[config.mk]
export PLATFORM = sky130hd
export DESIGN_NAME = port_out_pkt_buffer
export DESIGN_NICKNAME = d
export VERILOG_FILES = /design/src/rtl/port_out_pkt_buffer.sv
export SDC_FILE = /design/constraint.sdc
export NUM_CORES = 1
export LEC_CHECK = 0
export CAP_MARGIN = 20
export CORE_ASPECT_RATIO = 0.6
export CORE_UTILIZATION = 40
export CTS_BUF_LIST = sky130_fd_sc_hd__clkbuf_2
export CTS_CLUSTER_SIZE = 20
export DETAILED_ROUTE_END_ITERATION = 10
export PLACE_DENSITY = 0.67
export SETUP_SLACK_MARGIN = 0.1
export SYNTH_ARGS = -nofsm -noshare
export SYNTH_HDL_FRONTEND = slang
export SYNTH_SLANG_ARGS = --single-unit
[constraint.sdc]
create_clock -name clk -period 11.5 [get_ports clk]
set_input_delay 1.15 -clock clk [delete_from_list [all_inputs] [get_ports clk]]
set_output_delay 1.15 -clock clk [all_outputs]
set_load 0.01 [all_outputs]
[src/rtl/port_out_pkt_buffer.sv]
// port_out_pkt_buffer
//   Per-port store-and-forward output buffer. Bytes from the switch core are
//   written speculatively. A packet becomes visible to the port only after its
//   last byte has been written. A packet that does not fit is rewound and
//   discarded whole, and drop_cnt counts it.
// Ports
//   clk, rst_n          port clock, asynchronous active-low reset
//   in_valid/in_data    byte from the switch core
//   in_last             marks the final byte of a packet
//   data, ready         head committed byte (8'h00 when ready=0) and availability
//   read                pops the head byte at this posedge
//   drop_cnt            packets discarded on overflow, saturating
//   rd_err              sticky flag: read seen while ready=0
module port_out_pkt_buffer #(
    parameter int DEPTH = 64,
    parameter int CNT_W = 16
) (
    input  logic             clk,
    input  logic             rst_n,
    input  logic             in_valid,
    input  logic [7:0]       in_data,
    input  logic             in_last,
    output logic [7:0]       data,
    output logic             ready,
    input  logic             read,
    output logic [CNT_W-1:0] drop_cnt,
    output logic             rd_err
);

    localparam int ADDR = $clog2(DEPTH);
    localparam int PW   = ADDR + 1;

    typedef enum logic [1:0] {IDLE, RECV, DROP} state_t;

    state_t        state;
    logic [7:0]    mem [DEPTH];
    logic [PW-1:0] wr_ptr, commit_ptr, rd_ptr, used;
    logic          full, wr_en;

    // Fullness comes from registered pointers only, so a pop in the same
    // cycle does not make room for an incoming byte.
    always_comb begin
        used  = wr_ptr - rd_ptr;
        full  = (used == PW'(DEPTH));
        wr_en = in_valid && !full && (state != DROP);
        ready = (rd_ptr != commit_ptr);
        data  = ready ? mem[rd_ptr[ADDR-1:0]] : '0;
    end

    always_ff @(posedge clk) begin
        if (wr_en) begin
            mem[wr_ptr[ADDR-1:0]] <= in_data;
        end
    end

    always_ff @(posedge clk or negedge rst_n) begin
        if (!rst_n) begin
            state      <= IDLE;
            wr_ptr     <= '0;
            commit_ptr <= '0;
            rd_ptr     <= '0;
            drop_cnt   <= '0;
            rd_err     <= 1'b0;
        end else begin
            if (read) begin
                if (ready) begin
                    rd_ptr <= rd_ptr + PW'(1);
                end else begin
                    rd_err <= 1'b1;
                end
            end

            case (state)
                IDLE, RECV: begin
                    if (in_valid) begin
                        if (!full) begin
                            wr_ptr <= wr_ptr + PW'(1);
                            if (in_last) begin
                                commit_ptr <= wr_ptr + PW'(1);
                                state      <= IDLE;
                            end else begin
                                state      <= RECV;
                            end
                        end else begin
                            // Rewind the partial packet; committed bytes are untouched.
                            wr_ptr <= commit_ptr;
                            if (drop_cnt != '1) begin
                                drop_cnt <= drop_cnt + CNT_W'(1);
                            end
                            state <= in_last ? IDLE : DROP;
                        end
                    end
                end
                DROP: begin
                    if (in_valid && in_last) begin
                        state <= IDLE;
                    end
                end
                default: state <= IDLE;
            endcase
        end
    end

endmodule

==> results.md <==
- Layout Cells excl Fill: 2131
- Grt total ovfl: 0
- Starting density of the core: 40.6%
- Clock Sinks: 552
- Final Cycle Share: 57.4%
- Static leakage: 8.06 nW
- Most used DFF post-synth: edfxtp_1
- CP bufs+invs: 3
- Final TNS setup: 0 ns
- Synth cell count leaders: edfxtp_1 (512), mux4_2 (114), nor2_1 (54)
- Worst slew pin tran: 1.06 ns
- Die Y: 184 um
- Synth area leader: edfxtp_1
- Post-Syn Area: 22000 um2
- Crit path max-delay cell type: dfrtp_4
- Power per cell area: 221 nW/um2
- Vias per std cell: 5.76
- HPWL Detailed: 32700 um
- Setup bufs post-CTS: 0
- Core region area: 54300 um2
- Hold_ws: 0.174 ns
- Worst path arrival time: 5.46 ns
- DR pass1 iterations: 5
- Synth warn: 0
- CTS Buf Count: 131
- Register clock-pin slew on the reported worst setup and hold paths: 0.12 ns
- WL final: 53700 um
- Worst path max stage delay: 0.88 ns
- I/O pin total: 39
- Endpoints failing setup: 0
- Cells after synthesis: 1176
- Seq/Total Area, Yosys: 74.3%
- Layout cells sized above 1: 28.1%
- CP cell instances: buf_4, buf_4, mux4_2, o22ai_1, or4_1, o21ai_0, clkdlybuf4s50_1
- Fmax: 151 MHz
- Crit Path Class: flip-flop to primary output
- Synth Register Bits: 552
- Final hold viol count: 0
- Post-synth top area share: 69.8%
- Max-Cap Viols: 0
- Syn avg cell area: 18.7 um2
- Most area-consuming cells after synthesis: edfxtp_1 (70%), mux4_2 (12%), dfrtp_1 (4.5%)
- Routed Antenna Nets: 0
- Final nets: 1343
- Post-synth EDFFs: 512
- CTS tree: yes
- Critical path startpoint category: flip-flop
- CP Capture Type: primary output
- RSZ-0062 raised after global routing: no
- Status: finished, final reports clean
- Vias in the first global route: 12100
- Flop2flop setup slack: 6.45 ns
- Post-layout min period: 6.61 ns
- Final Max Slew Viols: 0
- VDD IR max: 136 uV
- Htree depth: 4
- Syn-to-layout area delta: 11.2%
- Syn Nets: 1198
- Yosys cell types: 56
- Initial detailed-routing violation count: 1671
- All-Layer GR Usage: 19.6%
- Final design utilization: 45.2%
- Clk_skew: 0.0839 ns
- Largest net degree at the start of global routing: 65
- Async SR Flop Fraction: 7.25%
- Die X: 305 um
- Crit-path leading delay family: buffers and inverters
- Most common cell on crit path: buf_4
- Wirelength per Cell: 25.2 um
- Clk Latency, worst-skew pair: 1.16 ns
- CTS resizes: 0
- Number of remaining DRC errors: 0
- Via Count: 12300
- CP Max Fanout: 39
- CTS Hold Bufs: 0
- Count of input and output buffers: 38
- Placed Cells: 1899
- Routability Congestion: 0.841
- Die Area: 56100 um2
- Hold Path Class: primary input to asynchronous set/reset pin
- Count leader, synth: edfxtp_1
- Fillers: 4636
- Bufs on Longest Clock Path: 3
- Worst slew margin: 28.9%
- Root Buffer: clkbuf_2
- # rows: 66
- Req. time, crit path: 10.35 ns
- Antenna violations before repair: 1
- First-pass GRT wire length: 79600 um
==> through the flow <==
| step | total power, W | setup WS (ns) | area, um2 |
|---|---|---|---|
| floorplan | 0.00353 | 7.54 | 22000 |
| global placement | 0.00414 | 5.96 | 23300 |
| detailed placement | 0.00415 | 5.96 | 23300 |
| CTS | 0.00544 | 4.71 | 24500 |
| global route | 0.00569 | 4.42 | 24500 |
| finish | 0.00543 | 4.89 | 24500 |
==> metal layers <==
metal  GRT usage (%)  share of wire (%)
met3            7.49                 13
met4            6.20                1.9
met2            25.5                 41
met1            29.8                 44
met5               0                  0
==> sequential cells by signal, summed over array words and instances (netlist names) <==
register	cells
mem	512
drop_cnt	16
commit_ptr	7
rd_ptr	7
wr_ptr	7
state	2
rd_err	1
==> cells in the final DEF, fill, tap and decap left out, drive strengths merged, types with 28 or more instances in the layout <==
master	instances
nor3	31
dfrtp	40
clkdlybuf4s50	29
mux4	114
edfxtp	512
o21ai	28
o22ai	35
buf	50
nand3	36
nor2	56
nand2	42
mux2i	34
clkbuf	194
==> final cells by class <==
type	count	area [um2]	share of cell area [%]
clock buffers	193	966	3.94
flip-flops and latches	552	16400	66.9
well taps	714	893	3.65
inverters	12	45.0	0.184
multi-input cells	544	5330	21.7
clock inverters	34	214	0.873
repair buffers	80	676	2.76
diodes	2	5.00	0.0204
==> path summary, 6_finish.rpt <==
path / startpoint / endpoint / depth (start not counted)
max in group asynchronous: rst_n / rd_ptr[1] / 1
hold / removal: rst_n / drop_cnt[3] / 1
min in group clk: in_data[6] / mem[31][6] / 1
hold reg to reg: rd_err / rd_err / 1
setup reg to reg: rd_ptr[0] / mem[33][2] / 9
setup / recovery: rd_ptr[0] / data[0] / 7
==> worst reg2reg max path, delay by kind of cell, from the launching register on <==
kind / cells / cell delay, ns
buffers and inverters: 2 / 0.91
adders and majority gates: 1 / 0.30
and+or+nand+nor: 5 / 2.37
AOI/OAI and AO/OA: 1 / 0.23
DFF: 1 / 0.88
==> where the power goes <==
part / switching (W) / internal, W / total [W]
Sequential: 0.000147 / 0.00229 / 0.00243
Combinational: 0.000997 / 0.000706 / 0.00170
Clock: 0.000796 / 0.000494 / 0.00129
==> logic make-up after synthesis <==
logic type	Yosys count	share of synthesized area, %
buf+inv	80	1.60
mux	155	13.6
simple gates	230	5.23
flops	552	74.3
compound gates	116	3.46
xor+xnor	34	1.35
fa+ha+maj	9	0.511
Note: power is estimated with default switching activity, not from simulation.
